### config.mk
export PLATFORM = sky130hd
export DESIGN_NAME = calc_display_scan_flat
export DESIGN_NICKNAME = d
export VERILOG_FILES = /design/src/rtl/calc_pkg.sv /design/src/rtl/calc_display_scan_if.sv /design/src/rtl/calc_tick_gen.sv /design/src/rtl/calc_display_scan.sv /design/src/flat_wrapper.sv
export SDC_FILE = /design/constraint.sdc
export NUM_CORES = 1
export LEC_CHECK = 0
export CORE_AREA = 2 2 83 85
export DETAILED_ROUTE_END_ITERATION = 6
export DIE_AREA = 0 0 85 87
export GPL_TIMING_DRIVEN = 0
export PLACE_DENSITY = 0.82
export SKIP_CTS_REPAIR_TIMING = 1
export SYNTH_ARGS = -nofsm -noshare
export SYNTH_HDL_FRONTEND = slang
export SYNTH_HIERARCHICAL = 1
export SYNTH_SLANG_ARGS = --single-unit
### constraint.sdc
create_clock -name clk_i -period 3.33 [get_ports clk_i]
set_clock_uncertainty 0.15 [all_clocks]
set_input_delay 0.666 -clock clk_i [delete_from_list [all_inputs] [get_ports clk_i]]
set_output_delay 0.666 -clock clk_i [all_outputs]
set_load 0.1 [all_outputs]
### src/rtl/calc_pkg.sv
// calc_pkg -- shared types and helpers for the calculator display path.
//   num_t        : display number (sign, error, exponent, BCD significand)
//   bcd_t        : one BCD digit
//   NumDigits    : digits on the display (index 0 is the rightmost)
//   bcd2segments : BCD -> 7-segment pattern, {a,b,c,d,e,f,g} in bits 6..0
//   digit_blank  : leading-zero suppression predicate for one digit
package calc_pkg;

  localparam int unsigned NumDigits = 8;
  localparam int unsigned ExpW      = $clog2(NumDigits);

  typedef logic [3:0] bcd_t;

  typedef struct packed {
    logic                       sign;
    logic                       error;
    logic [ExpW-1:0]            exponent;     // digit index carrying the decimal point
    bcd_t [NumDigits-1:0]       significand;
  } num_t;

  // Active-high segments, a in bit 6 down to g in bit 0. Codes 10..15 are
  // not valid BCD; they fall back to the "9" glyph.
  function automatic logic [6:0] bcd2segments(input bcd_t d);
    logic [6:0] seg;
    unique case (d)
      4'd0:    seg = 7'b1111110;
      4'd1:    seg = 7'b0110000;
      4'd2:    seg = 7'b1101101;
      4'd3:    seg = 7'b1111001;
      4'd4:    seg = 7'b0110011;
      4'd5:    seg = 7'b1011011;
      4'd6:    seg = 7'b1011111;
      4'd7:    seg = 7'b1110000;
      4'd8:    seg = 7'b1111111;
      default: seg = 7'b1111011;
    endcase
    return seg;
  endfunction

  // A digit is blank when it sits left of the decimal point and it and every
  // digit to its left are zero. Digit 0 always shows, so zero reads as "0".
  function automatic logic digit_blank(input bcd_t [NumDigits-1:0] sig,
                                       input logic [ExpW-1:0]      expo,
                                       input logic [ExpW-1:0]      idx);
    logic upper_zero;
    upper_zero = 1'b1;
    for (int i = 0; i < NumDigits; i++) begin
      if (i >= int'(idx) && sig[i] != 4'd0) upper_zero = 1'b0;
    end
    return (idx != '0) && (idx > expo) && upper_zero;
  endfunction

endpackage

### src/rtl/calc_display_scan_if.sv
// calc_display_scan_if -- control and display bundle of calc_display_scan.
//   enable_i   : scan enable (low blanks and freezes the scan)
//   load_i     : one-cycle strobe capturing num_i into the shadow
//   num_i      : number to display
//   anode_o    : one-hot digit select, bit 0 rightmost
//   segments_o : segment pattern of the active digit
//   dp_o       : decimal point of the active digit
//   neg_o/err_o: sign / error indicators of the shadow
// master = driver of the display (host), slave = calc_display_scan.
interface calc_display_scan_if;
  import calc_pkg::*;

  logic                 enable_i;
  logic                 load_i;
  num_t                 num_i;
  logic [NumDigits-1:0] anode_o;
  logic [6:0]           segments_o;
  logic                 dp_o;
  logic                 neg_o;
  logic                 err_o;

  modport master (
    output enable_i, load_i, num_i,
    input  anode_o, segments_o, dp_o, neg_o, err_o
  );

  modport slave (
    input  enable_i, load_i, num_i,
    output anode_o, segments_o, dp_o, neg_o, err_o
  );
endinterface

### src/rtl/calc_tick_gen.sv
// calc_tick_gen -- refresh divider for the digit scan.
//   clk_i  : clock
//   rst_ni : synchronous active-low reset
//   en_i   : count enable; counter holds while low
//   tick_o : one-cycle pulse on the edge where the counter wraps to 0
module calc_tick_gen #(
  parameter int unsigned RefreshCycles = 1000
) (
  input  logic clk_i,
  input  logic rst_ni,
  input  logic en_i,
  output logic tick_o
);
  localparam int unsigned     CntW   = $clog2(RefreshCycles);
  localparam logic [CntW-1:0] CntMax = CntW'(RefreshCycles - 1);

  logic [CntW-1:0] cnt_q, cnt_d;

  always_comb begin
    tick_o = en_i && (cnt_q == CntMax);
    cnt_d  = cnt_q;
    if (en_i) cnt_d = tick_o ? '0 : cnt_q + 1'b1;
  end

  always_ff @(posedge clk_i) begin
    if (!rst_ni) cnt_q <= '0;
    else         cnt_q <= cnt_d;
  end
endmodule

### src/rtl/calc_display_scan.sv
// calc_display_scan -- multiplexed 7-segment scanner for a calculator number.
//   clk_i  : clock, all state on the rising edge
//   rst_ni : synchronous active-low reset
//   bus    : calc_display_scan_if.slave (enable/load/num in, display out)
// The number is captured into a shadow on load_i; one digit is driven at a
// time for RefreshCycles clocks. All outputs are registered from the
// pre-edge index/shadow, so they trail the index by one cycle.
module calc_display_scan
  import calc_pkg::*;
#(
  parameter int unsigned RefreshCycles = 1000
) (
  input  logic                  clk_i,
  input  logic                  rst_ni,
  calc_display_scan_if.slave    bus
);
  localparam logic [ExpW-1:0] IdxMax = ExpW'(NumDigits - 1);

  logic                 tick;
  logic [ExpW-1:0]      idx_q, idx_d;
  num_t                 shadow_q, shadow_d;
  logic [NumDigits-1:0] anode_q, anode_d;
  logic [6:0]           seg_q, seg_d;
  logic                 dp_q, dp_d;
  logic                 neg_q, err_q;
  logic                 blank;

  calc_tick_gen #(.RefreshCycles(RefreshCycles)) u_tick (
    .clk_i  (clk_i),
    .rst_ni (rst_ni),
    .en_i   (bus.enable_i),
    .tick_o (tick)
  );

  always_comb begin
    idx_d = idx_q;
    if (tick) idx_d = (idx_q == IdxMax) ? '0 : idx_q + 1'b1;
    shadow_d = bus.load_i ? bus.num_i : shadow_q;
  end

  // Error overrides leading-zero suppression and blanks every digit.
  always_comb begin
    blank   = shadow_q.error ||
              digit_blank(shadow_q.significand, shadow_q.exponent, idx_q);
    anode_d = '0;
    seg_d   = '0;
    dp_d    = 1'b0;
    if (bus.enable_i) begin
      anode_d[idx_q] = 1'b1;
      if (!blank) seg_d = bcd2segments(shadow_q.significand[idx_q]);
      dp_d = !shadow_q.error && (idx_q == shadow_q.exponent) &&
             (shadow_q.exponent != '0);
    end
  end

  always_ff @(posedge clk_i) begin
    if (!rst_ni) begin
      idx_q    <= '0;
      shadow_q <= '0;
      anode_q  <= '0;
      seg_q    <= '0;
      dp_q     <= 1'b0;
      neg_q    <= 1'b0;
      err_q    <= 1'b0;
    end else begin
      idx_q    <= idx_d;
      shadow_q <= shadow_d;
      anode_q  <= anode_d;
      seg_q    <= seg_d;
      dp_q     <= dp_d;
      neg_q    <= shadow_q.sign;
      err_q    <= shadow_q.error;
    end
  end

  assign bus.anode_o    = anode_q;
  assign bus.segments_o = seg_q;
  assign bus.dp_o       = dp_q;
  assign bus.neg_o      = neg_q;
  assign bus.err_o      = err_q;
endmodule

### src/flat_wrapper.sv
// flat-port wrapper written by rule: the top's interface ports become plain ports
module calc_display_scan_flat import calc_pkg::*;
#(
  parameter int unsigned RefreshCycles = 1000
)
  (clk_i, rst_ni, bus_enable_i, bus_load_i, bus_num_i, bus_anode_o, bus_segments_o, bus_dp_o, bus_neg_o, bus_err_o);
  calc_display_scan_if bus_i ();
  input  logic clk_i;
  input  logic rst_ni;
  input wire logic [$bits(bus_i.enable_i)-1:0] bus_enable_i;
  input wire logic [$bits(bus_i.load_i)-1:0] bus_load_i;
  input wire logic [$bits(bus_i.num_i)-1:0] bus_num_i;
  output wire logic [$bits(bus_i.anode_o)-1:0] bus_anode_o;
  output wire logic [$bits(bus_i.segments_o)-1:0] bus_segments_o;
  output wire logic [$bits(bus_i.dp_o)-1:0] bus_dp_o;
  output wire logic [$bits(bus_i.neg_o)-1:0] bus_neg_o;
  output wire logic [$bits(bus_i.err_o)-1:0] bus_err_o;
  assign bus_i.enable_i = bus_enable_i;
  assign bus_i.load_i = bus_load_i;
  assign bus_i.num_i = bus_num_i;
  assign bus_anode_o = bus_i.anode_o;
  assign bus_segments_o = bus_i.segments_o;
  assign bus_dp_o = bus_i.dp_o;
  assign bus_neg_o = bus_i.neg_o;
  assign bus_err_o = bus_i.err_o;
  calc_display_scan #(.RefreshCycles(RefreshCycles)) u_core (.clk_i(clk_i), .rst_ni(rst_ni), .bus(bus_i));
endmodule
==> results by group <==
Yosys
  – Post-synthesis register bit count: 68
  – Syn Area/Cell: 10.5 um2
  – Post-Syn Instances: 303
  – Syn Std Cell Area: 0.00317 mm2
  – Number of synthesized flops with an enable pin: 0
  – Primary FF master, synth: dfxtp_1
  – Yosys warns: 6
  – Seq/Total Area, Yosys: 42.9%
  – Post-synthesis async set-or-reset flop share: 0%
  – Unique masters post-synth: 41
  – Syn_nets: 358

Floorplanning
  – Die area: 0.00740 mm2
  – # rows: 30
  – Initial Utilization: 48.3%
  – Chip height: 87 um
  – Boundary pin count: 59
  – Die Wd: 85 um
  – Core area: 0.00657 mm2

Pwr
  – Peak supply drop: 0.250 mV
  – NetSw: 0.448 mW
  – PD cells: 430 mW/mm2
  – Int Pwr: 1.28 mW
  – Switching share of power: 26.0%
  – Clock share of power: 33.9%
  – Register share of total power: 50.9%
  – Leakage power: 1.63 nW
  – Logic gate share of total power: 15.2%
  – Overall power: 1.72 mW

Clocking
  – CTS tree: built
  – Clock root cell: clkbuf_8
  – CTS Buf Count: 9
  – CTS Sinks: 68
  – H-tree depth: 3
  – CTS max path bufs: 2
  – Reg clk slew, reported paths: 60 ps
  – Clk_lat worst skew: 340 ps

Place
  – Placed Area: 0.00384 mm2
  – Final HPWL DP: 5.02 mm
  – Placer's final routability congestion estimate: 0.840
  – Placement Setup Slack: 378 ps
  – Port Buf Inserts: 57

Detailed routing
  – Vias/cell: 5.45
  – DRC marker count from the first detailed-route iteration: 157
  – Drt pass-1 iters: 4
  – Drt wl/cell: 14.9 um
  – # DRC: 0
  – Drt total wl: 6.78 mm
  – Detail Route Antenna Nets: 0
  – Via count: 2,478

Setup path
  – Flop-to-flop setup slack: 520 ps
  – CP arrival: 2870 ps
  – Critical path fanouts, max: 10
  – Worst r2r src: u_core/idx_q[1]
  – Critical path launch point type: register
  – Kind of critical path: reg2reg
  – CP Data Required Time: 3390 ps
  – Worst r2r dst: u_core/bus.segments_o[3]
  – Reg2Reg Depth: 8
  – Crit end category: register

Timing
  – Pins Over Slew Limit: 0
  – Total Neg Setup Slack: 0 ps
  – # setup viols final: 0
  – Slew HR: 35.3%
  – FMAX: 0.356 GHz
  – Final Worst Setup Slack: 517 ps
  – Worst-margin pin slew: 968 ps
  – Fin. Hold Viols: 0
  – Post-route clock period utilization: 84.5%
  – Period minus WS final: 2810 ps
  – RSZ-0062 raised after global routing: no

Global routing
  – Tot GR Track Use: 19.2%
  – Global-route wire length before repair: 11.0 mm
  – Initial antenna violation count: 0
  – Vias in the first global route: 2,406
  – Grt ovf: 0
  – Largest net degree at the start of global routing: 11

Worst hold path
  – Hold Path Origin: u_core/shadow_q[36]
  – HP Class: reg2reg
  – Hold endpoint: u_core/bus.neg_o
  – Hold Path Depth: 1

Cells and area
  – Final Core Density: 61.1%
  – Layout cells sized above 1: 9.33%
  – Area Growth Syn to Fin: 26.4%
  – # diodes: 0
  – Layout Nets: 426
  – Design Area, Final: 0.00401 mm2

Job
  – Max_cap viols: 0

Run status
  – Status: finished, final reports clean
==> cells by family (layout without fill, tap and decap cells) <==
group / after synthesis / count (layout) / share of synthesized area (%)
DFF: 68 / 68 / 42.9
buffers and inverters: 26 / 98 / 3.63
xor gates and xnor gates: 3 / 3 / 0.828
and+or+nand+nor: 107 / 107 / 20.0
AOI/OAI and AO/OA: 34 / 34 / 7.45
adders and majority gates: 14 / 14 / 5.52
muxes: 51 / 51 / 19.7
==> power by group through the flow <==
stage          clock network, mW  logic [mW]  registers (mW)
5_1_grt                    0.650       0.280           0.881
2_1_floorplan                  0       0.117           0.942
6_report                   0.585       0.261           0.879
3_5_place_dp                   0       0.259           0.896
4_1_cts                    0.607       0.261           0.878
3_3_place_gp                   0       0.253           0.895
==> area by class of cell <==
class / instances / area [um2]
fillers: 577 / 2550
inverters: 12 / 45.0
flip-flops and latches: 68 / 1360
repair buffers: 57 / 571
well taps: 80 / 100
plain buffers: 14 / 70.1
multi-input cells: 209 / 1700
clock buffers: 13 / 159
clock inverters: 2 / 10.0
==> state kept, by name, summed over array words and instances, names as in the netlist <==
signal                 cells
u_core/bus.anode_o         8
u_core/bus.dp_o            1
u_core/bus.err_o           1
u_core/bus.neg_o           1
u_core/bus.segments_o      7
u_core/idx_q               3
u_core/shadow_q           37
u_core/u_tick/cnt_q       10
==> cells in the mapped netlist (3+ instances only) <==
cell type,number,area (um2)
dfxtp_1,68,1360
mux2i_1,43,430
nor2b_1,39,244
ha_1,14,175
nor2_1,14,52.6
a21oi_1,12,60.1
inv_1,11,41.3
nand2_1,11,41.3
nand3_1,10,50.1
buf_2,8,40.0
or4_1,8,60.1
o21ai_0,6,30.0
clkbuf_1,5,18.8
nand3b_1,5,37.5
and2_1,4,25.0
mux4_1,4,105
nor3_1,4,20.0
nor4_1,4,25.0
a31oi_1,3,18.8
o31ai_1,3,22.5
xor2_1,3,26.3
==> critical path, stage by stage (launching register included) <==
cell     delay, ps
dfxtp_1        540
buf_2          310
inv_1          140
nand3_1        110
a21oi_1         70
nor4_1         690
ha_1           380
o21ai_0        190
a21oi_1        100
==> placed cells by master, fill, tap and decap left out, types with 2 or more instances in the layout <==
cell type	instances
clkbuf_1	7
nand4_1	2
mux2i_1	43
clkdlybuf4s50_1	57
dfxtp_1	68
and2_1	4
ha_1	14
clkinv_2	2
a21oi_1	12
o21ai_0	6
a31oi_1	3
mux2i_4	2
inv_1	11
nor3_1	4
nand3_1	10
nand2_1	11
or4_1	8
nand3b_1	5
xor2_1	3
nor4_1	4
mux4_1	4
a22oi_1	2
o31ai_1	3
nor2_1	14
buf_2	8
clkbuf_8	11
mux4_2	2
nor2b_1	39
==> worst max-delay path by stage <==
stage / depth (start not counted) / to / from
floorplan: 8 / u_core/bus.segments_o[3] / u_core/idx_q[1]
finish: 8 / u_core/bus.segments_o[3] / u_core/idx_q[1]
global placement: 6 / u_core/idx_q[1] / bus_enable_i
CTS: 8 / u_core/bus.segments_o[3] / u_core/idx_q[1]
detailed placement: 6 / u_core/idx_q[1] / bus_enable_i
global route: 8 / u_core/bus.segments_o[3] / u_core/idx_q[1]
==> per-stage QoR <==
step           hold WS [ps]  instances
4_1_cts                 327        455
3_5_place_dp            311        440
6_report                315        455
3_3_place_gp            299        440
2_1_floorplan           279        303
5_1_grt                 341        455
==> metal layers <==
layer	global-route usage, %	share of wire, %	vias to the layer above
li1	-	-	1215
met1	22.5	43	1167
met2	31.9	49	79
met3	5.31	5.6	17
met4	11.0	2.7	0
met5	0	0	-
(Power assumes the default switching activity.)
